===== src/rtl/inv_firstround.sv =====
`default_nettype none
// ============================================================================
// inv_firstround : first decrypt step -- AddRoundKey(ROUND), InvShiftRows,
//                  byte-serial InvSubBytes through one shared inverse S-box.
// Revision 1.0
// ============================================================================
module inv_firstround #(
    parameter int ROUND = 10
) (
    input  logic           clk,
    input  logic           rst,
    input  logic [1407:0]  key,
    input  logic [127:0]   state,
    input  logic           start,
    output logic [127:0]   out,
    output logic           finish
);

    localparam logic [1:0] S_IDLE = 2'd0;
    localparam logic [1:0] S_ISR  = 2'd1;
    localparam logic [1:0] S_SUB  = 2'd2;
    localparam logic [1:0] S_DONE = 2'd3;

    // FIPS-197 InvSbox, entry 0x00 in the MSBs.
    localparam logic [2047:0] INV_SBOX = {
        128'h52096ad53036a538bf40a39e81f3d7fb, 128'h7ce339829b2fff87348e4344c4dee9cb,
        128'h547b9432a6c2233dee4c950b42fac34e, 128'h082ea16628d924b2765ba2496d8bd125,
        128'h72f8f66486689816d4a45ccc5d65b692, 128'h6c704850fdedb9da5e154657a78d9d84,
        128'h90d8ab008cbcd30af7e45805b8b34506, 128'hd02c1e8fca3f0f02c1afbd0301138a6b,
        128'h3a9111414f67dcea97f2cfcef0b4e673, 128'h96ac7422e7ad3585e2f937e81c75df6e,
        128'h47f11a711d29c5896fb7620eaa18be1b, 128'hfc563e4bc6d279209adbc0fe78cd5af4,
        128'h1fdda8338807c731b11210592780ec5f, 128'h60517fa919b54a0d2de57a9f93c99cef,
        128'ha0e03b4dae2af5b0c8ebbb3c83539961, 128'h172b047eba77d626e169146355210c7d
    };

    logic [1:0]   fsm_q, fsm_d;
    logic [3:0]   cnt_q, cnt_d;
    logic [127:0] wreg_q, wreg_d;
    logic [127:0] out_q, out_d;
    logic         finish_q, finish_d;
    logic [127:0] w_round_key;
    logic [7:0]   w_sub_in;
    logic [7:0]   w_sub_out;

    assign w_round_key = key[1407-128*ROUND -: 128];

    // Column-major bytes: s(r,c) is byte 4*c+r; row r is rotated right by r.
    function automatic logic [127:0] inv_shift_rows(input logic [127:0] s);
        logic [127:0] o;
        o = '0;
        for (int c = 0; c < 4; c++) begin
            for (int r = 0; r < 4; r++) begin
                o[127-8*(4*c+r) -: 8] = s[127-8*(4*((c-r+4)%4)+r) -: 8];
            end
        end
        return o;
    endfunction

    always_comb begin
        w_sub_in = 8'h00;
        for (int i = 0; i < 16; i++) begin
            if (cnt_q == i[3:0]) begin
                w_sub_in = wreg_q[127-8*i -: 8];
            end
        end
    end

    assign w_sub_out = INV_SBOX[11'd2047 - {w_sub_in, 3'b000} -: 8];

    always_comb begin
        fsm_d    = fsm_q;
        cnt_d    = cnt_q;
        wreg_d   = wreg_q;
        out_d    = out_q;
        finish_d = 1'b0;
        case (fsm_q)
            S_IDLE: begin
                if (start) begin
                    wreg_d = state ^ w_round_key;
                    fsm_d  = S_ISR;
                end
            end
            S_ISR: begin
                wreg_d = inv_shift_rows(wreg_q);
                cnt_d  = 4'd0;
                fsm_d  = S_SUB;
            end
            S_SUB: begin
                for (int i = 0; i < 16; i++) begin
                    if (cnt_q == i[3:0]) begin
                        wreg_d[127-8*i -: 8] = w_sub_out;
                    end
                end
                cnt_d = cnt_q + 4'd1;
                if (cnt_q == 4'd15) begin
                    fsm_d = S_DONE;
                end
            end
            S_DONE: begin
                out_d    = wreg_q;
                finish_d = 1'b1;
                fsm_d    = S_IDLE;
            end
            default: fsm_d = S_IDLE;
        endcase
    end

    always_ff @(posedge clk or posedge rst) begin
        if (rst) begin
            fsm_q    <= S_IDLE;
            cnt_q    <= 4'd0;
            wreg_q   <= '0;
            out_q    <= '0;
            finish_q <= 1'b0;
        end else begin
            fsm_q    <= fsm_d;
            cnt_q    <= cnt_d;
            wreg_q   <= wreg_d;
            out_q    <= out_d;
            finish_q <= finish_d;
        end
    end

    assign out    = out_q;
    assign finish = finish_q;

endmodule
`default_nettype wire


===== config.mk =====
export PLATFORM = sky130hd
export DESIGN_NAME = inv_firstround
export DESIGN_NICKNAME = d
export VERILOG_FILES = /design/src/rtl/inv_firstround.sv
export SDC_FILE = /design/constraint.sdc
export NUM_CORES = 1
export LEC_CHECK = 0
export CAP_MARGIN = 40
export CORE_AREA = 2 2 654 656
export DETAILED_ROUTE_END_ITERATION = 7
export DIE_AREA = 0 0 656 658
export GPL_ROUTABILITY_DRIVEN = 1
export MAX_ROUTING_LAYER = met4
export SLEW_MARGIN = 20
export SYNTH_ARGS = -nofsm -noshare
export SYNTH_HDL_FRONTEND = slang
export SYNTH_SLANG_ARGS = --single-unit
export TNS_END_PERCENT = 5

===== constraint.sdc =====
create_clock -name clk -period 12.1 [get_ports clk]
set_input_delay 2.42 -clock clk [delete_from_list [all_inputs] [get_ports clk]]
set_output_delay 2.42 -clock clk [all_outputs]
set_load 0.01 [all_outputs]

==> impl_metrics.yaml <==
sta:
  period_minus_slack_ns: 7.254
  slew_headroom: 0.3607
  slew_violations: 0
  max_freq_mhz: 137.9
  fin_setup_tns_ns: 0
  fin_ws_ns: 4.846
  fin_skew_ns: 0.03629
  report.final.setup_viol: 0
  hold_viol_final: 0
  worstMarginPinSlew_ns: 0.9590
  rsz0062_at_grt: "no"
  fin_crit_sh: 0.5995
logic_synthesis:
  synthArstFlopShare: 1.000
  ys_top_cells_by_count: "263 x dfrtp_1, 186 x nor2_1, 139 x a31oi_1"
  ys_types: 96
  synth-seq-cells: 263
  syn_inst: 1955
  synth_top_cell_by_area: "dfrtp_1"
  avgSynthCellArea_um2: 8.988
  ys.flop_type: "dfrtp_1"
  ys_seq_area_frac: 0.3745
  synth.area.top_cells: "dfrtp_1 37%, mux2_2 8.3%, a31oi_1 4.9%"
  synth_edf_count: 0
  yosysMostFrequentCell: "dfrtp_1"
  syn_nets: 3516
  yosys_warnings: 0
  synth_area_um2: 17570
  synth_top_area_share: 0.3745
global_routing:
  grt_max_degree: 125
  grt_pass1_wl_mm: 177.4
  grt-ovfl-total: 0
  antenna_found_initial: 39
  grt_use_total: 0.06222
  grt_pass1_vias: 17650
clocking:
  cts_root_buf: "clkbuf_16"
  cts.sinks: 263
  cts.clk_slew.worst_paths_ns: 0.07
  ctsResizeCount: 0
  hold_buffers: 0
  insertion_delay_ns: 0.65
  ctsLongestPathBuffers: 3
  numCtsBuffers: 31
  htree_levels: 1
  post-cts-setup-buffer-count: 0
  cts_tree: "yes"
detailed_routing:
  ant_nets: 0
  via_per_inst: 2.402
  routed_wl_mm: 137.4
  vias: 19230
  wl_per_cell_um: 17.17
  drt-initial-drc-count: 2690
  first_pass_iters: 8
  drc: 0
floorplan:
  die_x_um: 656
  die_area_um2: 431600
  start_util: 0.04133
  fp.coreArea_um2: 425200
  die_y_um: 658
  rows: 240
  io_pins: 1668
worst_setup_path:
  cp-start-kind: "flip-flop"
  worstPathRequired_ns: 12.60
  crit_arrival_ns: 7.76
  critPathCaptureType: "flip-flop"
  path_class: "flip-flop to flip-flop"
  worst-path-max-fanout: 45
pwr:
  powerDensity_nw_per_um2: 385.9
  power_mw: 11.46
  peakVddDrop_v: 0.0003293
  p_leak_nw: 8.906
layout:
  multi_input_area_um2: 9985
  fill_cells: 50050
  final-seq-area_um2: 6581
  drive_above_1_share: 0.1427
  nNetsFinal: 3841
  syn2layout_area_growth_pct: 68.98
flow_run:
  max_cap_viol_count: 0
placement:
  portBuffers: 387
  gp_congestion: 0.9306
  dp_slack_ns: 5.057
  dp_hpwl_mm: 113.9
worst_hold_path:
  worstHoldPathType: "flip-flop to flip-flop"
status:
  status: "finished, final reports clean"
[path summary, 6_finish.rpt]
kind	startpoint	to	slack, ns	depth (start not counted)
setup / recovery	cnt_q[0]	wreg_q[90]	4.85	17
hold / removal	out[38]	out[38]	0.51	1
setup reg to reg	cnt_q[0]	wreg_q[90]	4.85	17
hold reg to reg	out[38]	out[38]	0.51	1
max in group asynchronous	rst	wreg_q[89]	7.69	4
min in group asynchronous	rst	out[23]	2.25	2
[cells in the final DEF (no fill, tap or decap), types with 14 or more instances in the layout]
cell type          n
mux2_2           129
o21ai_0          122
clkbuf_16         31
a211oi_1          33
nor2_1           185
nor3_1            20
a21oi_1          103
a221oi_1          19
nand3_1           59
o211ai_1          32
inv_1             55
dfrtp_1          263
ha_1              17
buf_4             65
a31oi_1          139
xor2_1            53
nand2_1          122
clkdlybuf4s50_1  387
nor2b_1           14
xnor2_1           77
o22ai_1           39
[cell type report]
class | instances | share of cell area
repair buffers | 466 | 0.1549
flip-flops and latches | 263 | 0.2217
multi-input cells | 1455 | 0.3363
well taps | 5687 | 0.2396
clock buffers | 42 | 0.02920
diodes | 13 | 0.001096
clock inverters | 16 | 0.008976
inverters | 63 | 0.008259
[logic make-up (layout without fill, tap and decap cells)]
| family | after synthesis | after routing | synth area share |
|---|---|---|---|
| and+or+nand+nor | 478 | 478 | 0.1252 |
| adders and majority gates | 22 | 22 | 0.01566 |
| muxes | 132 | 132 | 0.08438 |
| xor gates and xnor gates | 130 | 130 | 0.06480 |
| buffers and inverters | 237 | 587 | 0.06316 |
| AOI/OAI and AO/OA | 693 | 693 | 0.2722 |
| other | 0 | 13 | 0 |
| DFF | 263 | 263 | 0.3745 |
[state kept, by name, summed over array words and instances, names as in the netlist]
| signal | count |
|---|---|
| cnt_q | 4 |
| finish | 1 |
| fsm_q | 2 |
| out | 128 |
| wreg_q | 128 |
[layer usage]
metal | up-vias | track usage | wire length (um)
li1 | 7954 | - | -
met1 | 9566 | 0.06818 | 49650
met2 | 1406 | 0.1071 | 67510
met3 | 300 | 0.01632 | 12900
met4 | 0 | 0.02461 | 7355
met5 | - | - | 0
[worst max-delay path, stage by stage, from the launching register on]
cell,delay (ns)
dfrtp_1,0.41
ha_1,0.21
buf_4,0.26
or3_1,0.52
a221oi_2,0.45
o221ai_2,0.24
a211oi_4,0.46
or2_1,0.58
ha_1,0.77
inv_1,0.51
a2111oi_0,0.44
a211o_1,0.25
nor2_1,0.10
o31ai_1,0.24
o221ai_1,0.23
a221oi_4,0.79
buf_4,0.43
o21ai_0,0.14
[stage by stage]
| step | area [um2] | instances | hold slack (ns) | utilization |
|---|---|---|---|---|
| after detailed placement | 28430 | 7930 | 0.4946 | 0.06686 |
| after global routing | 29680 | 8000 | 0.5141 | 0.06980 |
| final | 29690 | 8005 | 0.5060 | 0.06983 |
| after CTS | 29560 | 7988 | 0.5092 | 0.06952 |
| after global placement | 28290 | 7919 | 0.4902 | 0.06652 |
| after floorplan | 17570 | 1955 | 0.4660 | - |
[power by group]
part / internal, mW / switching [mW] / leakage [nW]
clock network: 0.634 / 0.436 / 0.547
registers: 1.35 / 0.893 / 3.13
logic: 2.63 / 5.52 / 5.23
Power figures use the tool's default switching activity.
==> RTL edit 1, RTL diff (same settings) <==
Register the input `state` before use, without a reset. The logic sees it one clock later. The other inputs are not delayed to match.
--- a/src/rtl/inv_firstround.sv
+++ b/src/rtl/inv_firstround.sv
@@ -32,6 +32,12 @@
         128'h1fdda8338807c731b11210592780ec5f, 128'h60517fa919b54a0d2de57a9f93c99cef,
         128'ha0e03b4dae2af5b0c8ebbb3c83539961, 128'h172b047eba77d626e169146355210c7d
     };
+
+    logic [127:0] state_q;
+
+    always_ff @(posedge clk) begin
+        state_q <= state;
+    end
 
     logic [1:0]   fsm_q, fsm_d;
     logic [3:0]   cnt_q, cnt_d;
@@ -76,7 +82,7 @@
         case (fsm_q)
             S_IDLE: begin
                 if (start) begin
-                    wreg_d = state ^ w_round_key;
+                    wreg_d = state_q ^ w_round_key;
                     fsm_d  = S_ISR;
                 end
             end
Function: no difference found for any inputs over 4 cycles, from zero or initial values and one cycle with rst high; that may be too few to reach the edited logic, so the function may still have changed.
==> RTL edit 1 against the original RTL <==
- total power increased by 4.9%
- setup slack got worse by 0.68 ns
- wire length decreased by 3.0%
- via count increased by 2.5%
- design area increased by 11%
- sequential power increased by 13%
- maximum frequency decreased by 8.6%
- core utilization increased by 0.80 points
- sequential cell count increased by 128
- final cell count increased by 2.8%
- count of clock-buffer cells in the layout increased by 17
- synthesized area increased by 15%
- largest power group unchanged
- highest routed layer unchanged
==> RTL edit 1: results (changes against the original RTL) <==
[status]
run_status = complete, no violations

[global_route]
use_met2_pct = 10.3  ; -0.45 points
grt.total_usage_pct = 6.10  ; -0.12 points
antenna_found_initial = 31  ; -21%
use_met3_pct = 1.22  ; -0.41 points
grt_max_degree = 88  ; -30%
grtUsageMet1_pct = 7.02  ; +0.20 points

[cts]
cts_buffers = 45  ; +45%

[synth]
synth_xor_area_share_pct = 5.69  ; -0.79 points
yosys-top-cells-area = dfrtp_1 32%, dfxtp_1 13%, mux2_2 7.2%, o21ai_0 3.9%, a21oi_1 3.8%
syn-num-nets = 3702  ; +5.3%
ys_seq_area_share_pct = 45.1  ; +7.6 points
synth_fa_ha_area_share_pct = 1.36  ; -0.21 points
synthCells = 2141  ; +9.5%
synth_compound_area_share_pct = 23.1  ; -4.2 points
synthArstFlopShare_pct = 67.3  ; -33 points

[setup_path]
crit_path_max_fanout = 38  ; -16%
crit_arrival_ns = 8.48  ; +0.72 ns

[place]
gp_congestion = 0.889  ; -4.4%
place_ws_ns = 4.30  ; -0.757 ns
dp_hpwl_mm = 109  ; -4.5%

[drt]
wl_met1_mm = 52.5  ; +5.7%
num_vias = 19700  ; +2.5%
drt-wirelength-per-cell_um = 16.2  ; -5.7%
first_iter_violations = 1911  ; -29%
wl_met2_mm = 64.8  ; -4.0%

[pwr]
p_leak_nw = 10.6  ; +19%
swShare_pct = 55.7  ; -4.1 points

[timing]
max_slew.worst_pin.slew_ns = 0.918  ; -0.0413 ns

## RTL edit 1: cell types whose count changed after synthesis, moves of 24 or more
cell,delta
dfxtp_1,+128
nand2_1,+81
a31oi_1,-79
a21oi_1,+44
o21ai_0,+35
inv_1,-26
nand3_1,-24
## RTL edit 1: worst paths after layout
path | start | slack, ns | to | cells after the start
max | cnt_q[1] | 4.16 | wreg_q[52] | 22
min reg2reg | out[65] | 0.50 | out[65] | 1
min in group asynchronous | rst | 2.23 | out[46] | 2
min | out[65] | 0.50 | out[65] | 1
max reg2reg | cnt_q[1] | 4.16 | wreg_q[52] | 22
max in group asynchronous | rst | 8.08 | out[33] | 6
## RTL edit 1: through the flow
step | util, % | cell area (um2)
finish | 7.78 | 33100
floorplan | - | 20300
global placement | 7.30 | 31000
global route | 7.78 | 33100
CTS | 7.75 | 33000
detailed placement | 7.38 | 31400
## RTL edit 1: worst max-delay path, stage by stage, from the launching register on
cell and delay [ns]:
dfrtp_1 0.42, inv_1 0.12, ha_2 0.46, buf_4 0.47, inv_1 0.37, a31oi_1 0.23
a41o_1 0.14, a21o_1 0.22, nand2_1 0.48, inv_1 0.70, ha_1 0.79, inv_1 0.30
a2111oi_0 0.61, a311oi_2 0.06, buf_4 0.25, o211ai_1 0.21, o311ai_0 0.20, o311ai_1 0.15
o21ai_1 0.12, a222oi_1 0.65, buf_4 0.39, o22ai_1 0.20, o21ai_1 0.17
## RTL edit 1: layout make-up
type | count | area, um2
clock inverters | 25 | 347
multi-input cells | 1543 | 10300
inverters | 34 | 135
fillers | 49900 | 392000
repair buffers | 478 | 4780
well taps | 5687 | 7120
diodes | 16 | 40.0
clock buffers | 59 | 1230
flip-flops and latches | 391 | 9150
==> RTL edit 2, RTL diff (config.mk and constraints unchanged) <==
Made on the original files. Remove the register `finish_q`: a continuous assignment takes its place, so the output `finish` follows one clock earlier.
--- a/src/rtl/inv_firstround.sv
+++ b/src/rtl/inv_firstround.sv
@@ -111,15 +111,15 @@
             cnt_q    <= 4'd0;
             wreg_q   <= '0;
             out_q    <= '0;
-            finish_q <= 1'b0;
         end else begin
             fsm_q    <= fsm_d;
             cnt_q    <= cnt_d;
             wreg_q   <= wreg_d;
             out_q    <= out_d;
-            finish_q <= finish_d;
         end
     end
+
+    assign finish_q = finish_d;
 
     assign out    = out_q;
     assign finish = finish_q;
Function: same outputs for any inputs over 4 cycles, from zero or initial values and one cycle with rst high; that may be too few to reach the edited logic, so the function may still have changed.
==> RTL edit 2 against the original RTL <==
- synthesized area shrank 0.14%
- core utilization is essentially flat
- global-route usage grew 0.22 points
- via count shrank 0.54%
- setup slack lost 0.15 ns
- sequential power shrank 2%
- sequential cell count shrank 1
- final cell count shrank 0.11%
- wire length grew 3.3%
- count of clock-buffer cells in the layout shrank 3
- total power shrank 0.96%
- first-iteration DRC count shrank 7.2%
- design area shrank 0.15%
- synthesized cell count is essentially flat
- highest routed layer unchanged
==> RTL edit 2: results (changes against the original RTL) <==
[global_route]
grt_pass1_vias = 17700  ; +0.52%
grt_pass1_wl_mm = 182  ; +2.6%
grt.total_usage_pct = 6.44  ; +0.22 points
grt_max_degree = 117  ; -6.4%

[cts]
cts.sinks = 262  ; -0.38%
cts_buffers = 30  ; -3.2%

[synth]
synth_compound_area_share_pct = 27.3  ; +0.039 points
syn-num-nets = 3515  ; -0.028%
yosys-top-cells-area = dfrtp_1 37%, mux2_2 8.3%, a31oi_1 5.0%, nor2_1 4.0%, xnor2_1 3.8%
synth_commonest_cells = 262 x dfrtp_1, 186 x nor2_1, 139 x a31oi_1
synth_xor_area_share_pct = 6.49  ; +0.0092 points
synth_fa_ha_area_share_pct = 1.57  ; +0.0022 points
ys_seq_area_share_pct = 37.4  ; -0.089 points
postSynthAreaPerCell_um2 = 8.98  ; about the same

[cells_and_area]
multi_input_area_share_pct = 33.7  ; +0.072 points
drive_gt1_share_pct = 14.1  ; -0.13 points
stdcell_count = 7996  ; -0.11%
nFillCells = 50100  ; +0.12%
buffer_area_share_pct = 15.7  ; +0.26 points
clock_area_share_pct = 3.52  ; -0.30 points
nClkBuffers = 39  ; -7.1%
layout.nets = 3839  ; -0.052%
seq_area_share_pct = 22.1  ; -0.051 points
n_antenna_cell = 11  ; -2

[drt]
wl_mm = 142  ; +3.3%
via_per_inst = 2.39  ; -0.42%
first_pass_iters = 7  ; -1

[place]
dp_hpwl_mm = 119  ; +4.3%
gp_congestion = 0.931  ; about the same

[status]
run_status = complete, no violations

[min_path]
hold_path_end = out[101]
hold_start = out[101]

[timing]
slew_headroom_pct = 30.9  ; -5.2 points
fin_hold_ws_ns = 0.506  ; -0.000173 ns

[setup_path]
r2r.worst_path.cells = 16  ; -1

[pwr]
vdd_ir_drop_max_uv = 267  ; -19%
power_density_mw_per_mm2 = 383  ; -0.81%

==> RTL edit 2: metrics by stage <==
step | total power, mW | setup slack (ns)
finish | 11.3 | 4.69
global route | 11.8 | 4.72
CTS | 11.2 | 5.00
detailed placement | 10.2 | 5.00
global placement | 10.1 | 5.00
floorplan | 6.16 | 2.47
==> RTL edit 2: metal layers <==
layer | vias up | global-route usage, % | routed length [um]
met4 | 0 | 2.45 | 6760
li1 | 7920 | - | -
met3 | 278 | 1.54 | 12300
met2 | 1317 | 11.2 | 71100
met5 | - | - | 0
met1 | 9608 | 7.07 | 51800
==> RTL edit 2: report_power, final <==
group,switching [mW],total [mW],internal (mW)
clock,0.422,0.995,0.573
sequential,0.849,2.19,1.35
combinational,5.50,8.16,2.66
total,6.77,11.3,4.58
